[config.mk]
export PLATFORM = sky130hd
export DESIGN_NAME = instr_sequencer_flat
export DESIGN_NICKNAME = d
export VERILOG_FILES = /design/src/rtl/cpu_pkg.sv /design/src/rtl/instr_sequencer_if.sv /design/src/rtl/prog_mem.sv /design/src/rtl/instr_sequencer.sv /design/src/flat_wrapper.sv
export SDC_FILE = /design/constraint.sdc
export NUM_CORES = 1
export LEC_CHECK = 0
export CAP_MARGIN = 10
export CELL_PAD_IN_SITES_DETAIL_PLACEMENT = 0
export CELL_PAD_IN_SITES_GLOBAL_PLACEMENT = 1
export CORE_AREA = 2 2 116 118
export DETAILED_ROUTE_END_ITERATION = 16
export DIE_AREA = 0 0 118 120
export GPL_TIMING_DRIVEN = 0
export PLACE_DENSITY = 0.78
export SLEW_MARGIN = 20
export SYNTH_ARGS = -nofsm -noshare
export SYNTH_HDL_FRONTEND = slang
export SYNTH_HIERARCHICAL = 1
export SYNTH_SLANG_ARGS = --single-unit
export TNS_END_PERCENT = 1
[constraint.sdc]
create_clock -name CLK -period 4 [get_ports CLK]
set_clock_uncertainty 0.2 [all_clocks]
set_input_delay 0.8 -clock CLK [delete_from_list [all_inputs] [get_ports CLK]]
set_output_delay 0.8 -clock CLK [all_outputs]
set_load 0.005 [all_outputs]
[src/rtl/cpu_pkg.sv]
// Shared definitions for the accumulator CPU and its instruction sequencer.
// Instruction word layout: opcode sits directly above the N-bit operand.
package cpu_pkg;

   localparam int OPC_W   = 3;
   localparam int OPR_LSB = 0;

   typedef enum logic [OPC_W-1:0] {
      OP_LOAD = 3'b000,
      OP_ADD  = 3'b001,
      OP_MUL  = 3'b010,
      OP_SUB  = 3'b011,
      OP_AND  = 3'b100,
      OP_NOT  = 3'b101,
      OP_DIS  = 3'b110,
      OP_HLT  = 3'b111
   } opcode_e;

   typedef enum logic [1:0] {
      ST_IDLE   = 2'd0,
      ST_FILL   = 2'd1,
      ST_RUN    = 2'd2,
      ST_HALTED = 2'd3
   } seq_state_e;

endpackage

[src/rtl/instr_sequencer_if.sv]
// Host programming/control signals and the core-facing instruction bus.
// The slave side is the sequencer; the master side is the host/core environment.
interface instr_sequencer_if #(
   parameter int N  = 5,
   parameter int AW = 4
);
   logic           prog_we;
   logic [AW-1:0]  prog_addr;
   logic [N+2:0]   prog_wdata;
   logic           run;
   logic           pause;
   logic           abort;
   logic           START;
   logic [2:0]     OPC;
   logic [N-1:0]   OPR;
   logic [AW-1:0]  pc;
   logic           busy;
   logic           done;
   logic           overrun;
   logic [AW:0]    icount;

   modport master (
      output prog_we, prog_addr, prog_wdata, run, pause, abort,
      input  START, OPC, OPR, pc, busy, done, overrun, icount
   );

   modport slave (
      input  prog_we, prog_addr, prog_wdata, run, pause, abort,
      output START, OPC, OPR, pc, busy, done, overrun, icount
   );
endinterface

[src/rtl/prog_mem.sv]
// Program memory: synchronous write, registered read with a read enable
// so the fetched word can be held while the sequencer stalls.
module prog_mem #(
   parameter int N     = 5,
   parameter int DEPTH = 16,
   parameter int AW    = 4
) (
   input  logic          CLK,
   input  logic          we,
   input  logic [AW-1:0] waddr,
   input  logic [N+2:0]  wdata,
   input  logic          re,
   input  logic [AW-1:0] raddr,
   output logic [N+2:0]  rdata
);

   logic [N+2:0] mem_q [DEPTH];
   logic [N+2:0] rdata_q;

   // Host write port
   always_ff @(posedge CLK) begin
      if (we) begin
         mem_q[waddr] <= wdata;
      end
   end

   // Registered read port; holds its word when re is low
   always_ff @(posedge CLK) begin
      if (re) begin
         rdata_q <= mem_q[raddr];
      end
   end

   assign rdata = rdata_q;

endmodule

[src/rtl/instr_sequencer.sv]
// Feeds the accumulator core one instruction per cycle from a host-loaded program,
// with two leading bubbles, pause stalls, abort, and halt on HLT or end of memory.
module instr_sequencer
   import cpu_pkg::*;
#(
   parameter int N     = 5,
   parameter int DEPTH = 16,
   parameter int AW    = 4
) (
   input logic               CLK,
   input logic               RESET,
   instr_sequencer_if.slave  bus
);

   localparam int            OPC_LSB   = OPR_LSB + N;
   localparam logic [AW-1:0] LAST_ADDR = AW'(DEPTH - 1);
   localparam logic [AW-1:0] PC_ONE    = AW'(1);
   localparam logic [AW:0]   ICNT_ONE  = (AW + 1)'(1);

   seq_state_e          state_q, state_d;
   logic                start_q, start_d;
   logic [OPC_W-1:0]    opc_q, opc_d;
   logic [N-1:0]        opr_q, opr_d;
   logic [AW-1:0]       pc_q, pc_d;
   logic                busy_q, busy_d;
   logic                done_q, done_d;
   logic                over_q, over_d;
   logic [AW:0]         icnt_q, icnt_d;
   logic                rd_last_q, rd_last_d;   // fetched word came from LAST_ADDR
   logic                out_last_q, out_last_d; // output holds the final instruction

   logic                mem_we_s;
   logic                mem_re_s;
   logic [N+2:0]        mem_rdata_s;
   logic [OPC_W-1:0]    rd_opc_s;
   logic [N-1:0]        rd_opr_s;
   logic                rd_stop_s;
   logic [AW-1:0]       pc_inc_s;

   prog_mem #(
      .N     (N),
      .DEPTH (DEPTH),
      .AW    (AW)
   ) u_mem (
      .CLK   (CLK),
      .we    (mem_we_s & ~RESET),
      .waddr (bus.prog_addr),
      .wdata (bus.prog_wdata),
      .re    (mem_re_s),
      .raddr (pc_q),
      .rdata (mem_rdata_s)
   );

   assign rd_opc_s  = mem_rdata_s[OPC_LSB +: OPC_W];
   assign rd_opr_s  = mem_rdata_s[OPR_LSB +: N];
   assign rd_stop_s = (rd_opc_s == OP_HLT) || rd_last_q;
   assign pc_inc_s  = (pc_q == LAST_ADDR) ? pc_q : (pc_q + PC_ONE);

   // Next-state, fetch control and next output values
   always_comb begin
      state_d    = state_q;
      start_d    = start_q;
      opc_d      = opc_q;
      opr_d      = opr_q;
      pc_d       = pc_q;
      busy_d     = busy_q;
      done_d     = done_q;
      over_d     = over_q;
      icnt_d     = icnt_q;
      rd_last_d  = rd_last_q;
      out_last_d = out_last_q;
      mem_we_s   = 1'b0;
      mem_re_s   = 1'b0;

      if (bus.abort) begin
         state_d    = ST_IDLE;
         start_d    = 1'b0;
         opc_d      = OP_DIS;
         opr_d      = {N{1'b0}};
         busy_d     = 1'b0;
         done_d     = 1'b0;
         rd_last_d  = 1'b0;
         out_last_d = 1'b0;
      end else begin
         case (state_q)
            ST_IDLE, ST_HALTED: begin
               mem_we_s = bus.prog_we;
               if (bus.run) begin
                  state_d    = ST_FILL;
                  start_d    = 1'b1;
                  opc_d      = OP_DIS;
                  opr_d      = {N{1'b0}};
                  pc_d       = {AW{1'b0}};
                  busy_d     = 1'b1;
                  done_d     = 1'b0;
                  over_d     = 1'b0;
                  icnt_d     = {(AW + 1){1'b0}};
                  rd_last_d  = 1'b0;
                  out_last_d = 1'b0;
               end else begin
                  start_d = 1'b0;
                  opc_d   = OP_DIS;
                  opr_d   = {N{1'b0}};
               end
            end
            ST_FILL: begin
               // Pause is not honoured here; the first fetch always goes out
               mem_re_s  = 1'b1;
               rd_last_d = (pc_q == LAST_ADDR);
               pc_d      = pc_inc_s;
               state_d   = ST_RUN;
            end
            ST_RUN: begin
               if (out_last_q) begin
                  state_d    = ST_HALTED;
                  start_d    = 1'b0;
                  opc_d      = OP_DIS;
                  opr_d      = {N{1'b0}};
                  busy_d     = 1'b0;
                  done_d     = 1'b1;
                  over_d     = (opc_q != OP_HLT);
                  out_last_d = 1'b0;
               end else if (bus.pause) begin
                  opc_d = OP_DIS;
                  opr_d = {N{1'b0}};
               end else begin
                  opc_d      = rd_opc_s;
                  opr_d      = rd_opr_s;
                  icnt_d     = icnt_q + ICNT_ONE;
                  out_last_d = rd_stop_s;
                  // Nothing past HLT or past the last address is ever fetched
                  if (rd_stop_s) begin
                     mem_re_s = 1'b0;
                  end else begin
                     mem_re_s  = 1'b1;
                     rd_last_d = (pc_q == LAST_ADDR);
                     pc_d      = pc_inc_s;
                  end
               end
            end
            default: begin
               state_d = ST_IDLE;
               start_d = 1'b0;
               opc_d   = OP_DIS;
               opr_d   = {N{1'b0}};
               busy_d  = 1'b0;
            end
         endcase
      end
   end

   // State and output registers
   always_ff @(posedge CLK) begin
      if (RESET) begin
         state_q    <= ST_IDLE;
         start_q    <= 1'b0;
         opc_q      <= OP_DIS;
         opr_q      <= {N{1'b0}};
         pc_q       <= {AW{1'b0}};
         busy_q     <= 1'b0;
         done_q     <= 1'b0;
         over_q     <= 1'b0;
         icnt_q     <= {(AW + 1){1'b0}};
         rd_last_q  <= 1'b0;
         out_last_q <= 1'b0;
      end else begin
         state_q    <= state_d;
         start_q    <= start_d;
         opc_q      <= opc_d;
         opr_q      <= opr_d;
         pc_q       <= pc_d;
         busy_q     <= busy_d;
         done_q     <= done_d;
         over_q     <= over_d;
         icnt_q     <= icnt_d;
         rd_last_q  <= rd_last_d;
         out_last_q <= out_last_d;
      end
   end

   assign bus.START   = start_q;
   assign bus.OPC     = opc_q;
   assign bus.OPR     = opr_q;
   assign bus.pc      = pc_q;
   assign bus.busy    = busy_q;
   assign bus.done    = done_q;
   assign bus.overrun = over_q;
   assign bus.icount  = icnt_q;

endmodule

[src/flat_wrapper.sv]
// flat-port wrapper written by rule: the top's interface ports become plain ports
module instr_sequencer_flat import cpu_pkg::*;
#(
   parameter int N     = 5,
   parameter int DEPTH = 16,
   parameter int AW    = 4
)
  (CLK, RESET, bus_prog_we, bus_prog_addr, bus_prog_wdata, bus_run, bus_pause, bus_abort, bus_START, bus_OPC, bus_OPR, bus_pc, bus_busy, bus_done, bus_overrun, bus_icount);
  instr_sequencer_if #(.N(N), .AW(AW)) bus_i ();
  input logic CLK;
  input logic RESET;
  input wire logic [$bits(bus_i.prog_we)-1:0] bus_prog_we;
  input wire logic [$bits(bus_i.prog_addr)-1:0] bus_prog_addr;
  input wire logic [$bits(bus_i.prog_wdata)-1:0] bus_prog_wdata;
  input wire logic [$bits(bus_i.run)-1:0] bus_run;
  input wire logic [$bits(bus_i.pause)-1:0] bus_pause;
  input wire logic [$bits(bus_i.abort)-1:0] bus_abort;
  output wire logic [$bits(bus_i.START)-1:0] bus_START;
  output wire logic [$bits(bus_i.OPC)-1:0] bus_OPC;
  output wire logic [$bits(bus_i.OPR)-1:0] bus_OPR;
  output wire logic [$bits(bus_i.pc)-1:0] bus_pc;
  output wire logic [$bits(bus_i.busy)-1:0] bus_busy;
  output wire logic [$bits(bus_i.done)-1:0] bus_done;
  output wire logic [$bits(bus_i.overrun)-1:0] bus_overrun;
  output wire logic [$bits(bus_i.icount)-1:0] bus_icount;
  assign bus_i.prog_we = bus_prog_we;
  assign bus_i.prog_addr = bus_prog_addr;
  assign bus_i.prog_wdata = bus_prog_wdata;
  assign bus_i.run = bus_run;
  assign bus_i.pause = bus_pause;
  assign bus_i.abort = bus_abort;
  assign bus_START = bus_i.START;
  assign bus_OPC = bus_i.OPC;
  assign bus_OPR = bus_i.OPR;
  assign bus_pc = bus_i.pc;
  assign bus_busy = bus_i.busy;
  assign bus_done = bus_i.done;
  assign bus_overrun = bus_i.overrun;
  assign bus_icount = bus_i.icount;
  instr_sequencer #(.N(N), .DEPTH(DEPTH), .AW(AW)) u_core (.CLK(CLK), .RESET(RESET), .bus(bus_i));
endmodule
After elaboration in Yosys (flattened, before gate mapping)
Memory sizes are Yosys's and may differ from the RTL's. A register that Yosys moved wholly into a read port is not among the register bits.
Cells that the tools add are included.
- add/sub/neg operators: 2
- equality and inequality tests: 11
- muxes and demuxes: 45
- bitwise gates (word level): 3
- reductions and logical operators: 13
- operator list (kind ; number):
    2-to-1 mux 5 bit ; 5
    2-to-1 mux 4 bit ; 5
    one-hot mux 5 bit (2 select lines) ; 2
    2-to-1 mux 1 bit ; 19
    one-hot mux 1 bit (2 select lines) ; 6
    one-hot mux 4 bit (3 select lines) ; 1
    AND reduction 5 bit ; 2
    != test 2 bit, second input constant ; 4
    AND reduction 4 bit ; 2
    2-to-1 mux 3 bit ; 2
    one-hot mux 2 bit (3 select lines) ; 1
    one-hot mux 3 bit (2 select lines) ; 1
    AND reduction 2 bit ; 3
    adder 5 x 1 -> 5 bit, second input constant ; 1
    adder 4 x 1 -> 4 bit, second input constant ; 1
    equality test 2 bit, second input constant ; 2
    equality test 4 bit, second input constant ; 1
    2-to-1 mux 2 bit ; 2
    OR reduction 2 bit ; 2
    equality test 3 bit, second input constant ; 1
    != test 3 bit, second input constant ; 1
    one-hot mux 1 bit (3 select lines) ; 1
    AND reduction 3 bit ; 1
    equality test 2 x 1 -> 1 bit, second input constant ; 1
    6 further kinds ; 7
- register bits: 25
- RAM bits: 128
- input port bits: 18
- output and inout bits: 21
- word-level logic and storage cells: 86
- memories kept: 1
- memories (name ; depth ; bits a word ; read ports ; clocked after memory_dff ; wr ports ; line ; text):
    u_core.u_mem.mem_q ; 16 ; 8 ; 1 ; 1 ; 1 ; prog_mem.sv:17 ; logic [N+2:0] mem_q [DEPTH];

Logic depth before layout (Yosys ltp)
- depth after elaboration: 7
- mapped depth: 8
- gate-level depth less buffers: 6

Hierarchy
Netlist, hierarchy kept.
- by module, submodules not included (module ; instances ; cells each ; area an instance (µm²) ; sequential area each (µm²)):
    prog_mem ; 1 ; 229 ; 5227.5 ; 4083.9
    instr_sequencer ; 1 ; 137 ; 1176.1 ; 500.5

Worst setup path before layout
Ideal clock, no wire load.
- kind: input-to-reg
- start: in bus_abort
- end: mem u_core/u_mem/mem_q[0][0] in the netlist's numbering, enable pin
- setup time: 0.383 ns
- arrival: 2.439 ns
- data required time: 3.417 ns
- slack: 0.978 ns
- stages: 5
- buffers on the path: 1
- path through: clkbuf_1 nor2_1 and3_1 or3b_2 nor3_1
- longest elaborated chain between the ends: 4
- RTL lines (what ; line ; text):
    start: declaration ; flat_wrapper.sv:17 ; input wire logic [$bits(bus_i.abort)-1:0] bus_abort;
    2-to-1 mux 1 bit ; instr_sequencer.sv:75 ; if (bus.abort) begin
    bitwise AND 1 bit ; instr_sequencer.sv:46 ; .we (mem_we_s & ~RESET),
    2-to-1 mux 1 bit ; prog_mem.sv:22 ; if (we) begin
    2-to-1 mux 1 bit (implied by the code) ; prog_mem.sv:23 ; mem_q[waddr] <= wdata;
    end: declaration ; prog_mem.sv:17 ;
No other way between the ends.

Worst setup path in the final report
- start: reg u_core.state_q[0]
- end: mem u_core/u_mem/mem_q[1][7] in the netlist's numbering, enable pin
- longest elaborated chain between the ends: 7
- elaborated cells on any way between the ends: 8
- those cells by class: eq/ne (1); mux (4); bitwise (1); reduce/logical (2)
- RTL lines (what ; line ; text):
    start: declaration ; instr_sequencer.sv:20 ; seq_state_e state_q, state_d;
    start signal: assignment ; instr_sequencer.sv:167 ; state_q <= state_d;
    equality test 2 bit / zero test 2 bit (equally long branches) ; instr_sequencer.sv:85 ; case (state_q)
    OR reduction 2 bit * ; instr_sequencer.sv:85 ;
    2-to-1 mux 1 bit * ; instr_sequencer.sv:85 ;
    2-to-1 mux 1 bit * ; instr_sequencer.sv:75 ;
    bitwise AND 1 bit * ; instr_sequencer.sv:46 ;
    2-to-1 mux 1 bit * ; prog_mem.sv:22 ;
    2-to-1 mux 1 bit (implied by the code) * ; prog_mem.sv:23 ;
Every way passes the cells marked *; elsewhere a longest branch is shown, timed or not.

==> impl_metrics.env <==
export IMPL_timing_critical_path_required_ns=3.84
export IMPL_drc=0
export IMPL_die_w_um=118
export IMPL_maxSlewViolCount=0
export IMPL_cts_htree_levels=4
export IMPL_critPathMaxFanout=10
export IMPL_post_synth_xor_area_fraction=0.004103
export IMPL_ys_flop_type="edfxtp_1"
export IMPL_synth_area_top_cells="edfxtp_1 64%, dfxtp_1 7.8%, mux4_2 6.3%, mux4_1 5.7%, a22oi_1 2.6%"
export IMPL_cts_post_setup_buffers_inserted=0
export IMPL_yosysSeqAreaShare=0.7159
export IMPL_synth_enable_flop_cells=136
export IMPL_cts_tree="built"
export IMPL_drc_violation_total_after_the_first_tritonroute_iteration=288
export IMPL_timing_final_hold_violations=0
export IMPL_synth_top_family_by_area="multiplexers"
export IMPL_top_routing_layer_used="met4"
export IMPL_setup_worst_path_end_class="register"
export IMPL_clk_latency_ns=0.42
export IMPL_synth_simple_gate_area_share=0.06448
export IMPL_grt_setup_unrepaired="no"
export IMPL_die_height_um=120
export IMPL_vdd_drop_max_uv=300.2
export IMPL_drt_total_wl_mm=12.76
export IMPL_mappedNetlistNets=389
export IMPL_pin_count_of_the_biggest_net_entering_global_routing=17
export IMPL_worst_setup_path_start_kind="register"
export IMPL_synth_top_area_frac=0.6377
export IMPL_max_clock_buf_depth=2
export IMPL_routed_wl_met3_um=655
export IMPL_antenna_found_initial=0
export IMPL_detailedRoute_firstPassIterationCount=5
export IMPL_layout_min_cycle_time_ns=3.359
export IMPL_initial_core_util=0.4933
export IMPL_detailed_place_area_um2=7004
export IMPL_synth_area_per_cell_um2=17.50
export IMPL_synthArstFlopShare=0
export IMPL_critical_setup_path_kind="register to register"
export IMPL_io_buffers=36
export IMPL_synthMuxAreaShare=0.1254
export IMPL_multiInputGateArea_um2=1693
export IMPL_holdBufCountCts=0
export IMPL_dp_hpwl_mm=8.283
export IMPL_final_design_area_no_fill_um2=7642
export IMPL_register_area_um2=4584
export IMPL_post_synth_num_cell_types=48
export IMPL_tritoncts_num_buffers=17
export IMPL_power_density_nw_per_um2=485.5
export IMPL_yosysWarningCount=6
export IMPL_worstMarginPinSlew_ns=1.026
export IMPL_cp_cell_sequence="inv_1 -> ha_1 -> clkbuf_1 -> and3_1 -> or3b_2 -> nor2_1"
export IMPL_synth_seq_cells=161
export IMPL_syn_inst=366
export IMPL_crit_arrival_ns=3.20
export IMPL_synth_area_in_adders=0.009769
export IMPL_dr_total_vias=3553
export IMPL_grt_first_pass_wirelength_mm=19.75
export IMPL_layout_cell_share_with_drive_strength_beyond_1=0.1521
export IMPL_floorplan_die_area_um2=14160
export IMPL_final_setup_viol_count=0
export IMPL_diodes=0
export IMPL_sink_count_of_the_clock_tree=161
export IMPL_outcome="complete, no violations"
export IMPL_layout_common_cells="136 x edfxtp_1, 36 x clkdlybuf4s50_1, 31 x nor2_1, 25 x dfxtp_1, 22 x a22oi_1"
export IMPL_final_setup_tns_ns=0
export IMPL_core_area_um2=12980
export IMPL_gp_routability_congestion=0.8346
export IMPL_cell_type_of_the_slowest_stage_on_the_worst_timing_path="nor2_1"
export IMPL_clk_pin_slew_ns=0.06
export IMPL_grt_pass1_vias=3493
export IMPL_routedLengthMet1_mm=5.557
export IMPL_synth_top_area_cell="edfxtp_1"
export IMPL_boundaryPins=39
export IMPL_fin_total_pwr_uw=3711
export IMPL_max_clock_freq_ghz=0.2977
export IMPL_period_share=0.8397
export IMPL_flow_area_growth_from_synthesis_pct=19.34
export IMPL_num_nets_final=444
export IMPL_route_antenna_remaining_nets=0
export IMPL_p_leak_uw=0.002439
export IMPL_routed_wl_per_cell_um=20.92
export IMPL_routed_via_density=5.825
export IMPL_floorplan_rows=42
export IMPL_detailroute_wirelength_met2_mm=6.315
export IMPL_timing_reg2reg_setup_slack_ns=0.64
export IMPL_slew_headroom=0.3109
export IMPL_classification_of_the_worst_slack_hold_path="register to register"
export IMPL_layout_filler_cells=1003
export IMPL_cts_root_buf="clkbuf_16"
export IMPL_globalRouteTotalUtil=0.1939
export IMPL_cts_resized=0
export IMPL_maxCapViolCount=0
export IMPL_post_synth_instance_area_um2=6404
export IMPL_final_common_cell="edfxtp_1"
export IMPL_synth_compound_gate_area_share=0.05744
export IMPL_globalRoute_totalOverflow=0
export IMPL_worst_path_max_stage_delay_ns=0.66
[layer usage]
layer / vias to the layer above / global-route usage
met2: 120 / 0.3063
met4: 0 / 0.07681
met1: 1823 / 0.2609
met3: 15 / 0.04943
li1: 1595 / -
met5: - / 0
[Yosys cell counts, types with 2 or more instances]
cell type / count
nor2b_1: 2
o21ai_0: 5
buf_4: 2
o22ai_1: 2
buf_2: 3
nor2_1: 31
a31oi_1: 4
and2_1: 2
nor4_1: 3
buf_6: 3
nand3b_1: 2
a21oi_1: 7
o41ai_1: 2
nand2_1: 14
mux4_1: 14
clkdlybuf4s25_2: 3
dfxtp_1: 25
nand2b_1: 3
nand3_1: 8
a22oi_1: 22
edfxtp_1: 136
xnor2_1: 3
mux2i_1: 3
ha_1: 5
inv_1: 8
mux4_2: 18
and3_1: 2
clkbuf_1: 5
nor3_1: 10
[report_power, final]
group          internal (uW)  leakage [uW]  switching, uW  total [uW]
Combinational           59.4      0.000707           86.4         146
Sequential              1830       0.00143           5.85        1830
Clock                   1110      0.000306            623        1730
Total                   3000       0.00244            715        3710
[layout make-up]
class                           count  area share
Buffer                             17     0.01523
Clock buffer                       19     0.05665
Clock inverter                     13     0.02685
Inverter                            8    0.003929
Multi-Input combinational cell    180      0.2215
Sequential cell                   161      0.5999
Tap cell                          176     0.02881
Timing Repair Buffer               36     0.04715
[flip-flops by register name, indices dropped and copies added (netlist names)]
signal	cells
u_core/u_mem/mem_q	128
u_core/u_mem/rdata	8
u_core/bus.OPR	5
u_core/bus.icount	5
u_core/bus.pc	4
u_core/bus.OPC	3
u_core/state_q	2
u_core/bus.START	1
u_core/bus.busy	1
u_core/bus.done	1
u_core/bus.overrun	1
u_core/out_last_q	1
u_core/rd_last_q	1
[through the flow]
| step | hold WS (ns) | utilization | worst slack, ns | std cells |
|---|---|---|---|---|
| after global routing | 0.3172 | 0.5888 | 0.4591 | 610 |
| after detailed placement | 0.2786 | 0.5396 | 0.7225 | 578 |
| after CTS | 0.2899 | 0.5888 | 0.7038 | 610 |
| after floorplan | 0.2546 | - | 0.9782 | 366 |
| final | 0.2851 | 0.5888 | 0.6411 | 610 |
| after global placement | 0.2651 | 0.5381 | 0.3311 | 578 |
[worst paths after layout]
kind                          start                       end  cells past startpoint
hold reg to reg    u_core/bus.START          u_core/bus.START                      2
setup / recovery  u_core/state_q[0]  u_core/u_mem/mem_q[1][7]                      6
hold / removal     u_core/bus.START          u_core/bus.START                      2
setup reg to reg  u_core/state_q[0]  u_core/u_mem/mem_q[1][7]                      6
[logic make-up (layout without fill, tap and decap cells)]
group	Yosys count	in the layout
adders and majority gates	5	5
buffers and inverters	25	93
and+or+nand+nor	85	85
muxes	35	35
AOI/OAI and AO/OA	52	52
xor gates and xnor gates	3	3
DFF	161	161
[critical path, delay by kind of cell, from the launching register on]
family | cells | cell delay, ns
buf+inv | 2 | 0.46
simple gates | 3 | 1.55
fa+ha+maj | 1 | 0.37
flops | 1 | 0.39
(Power assumes the default switching activity.)
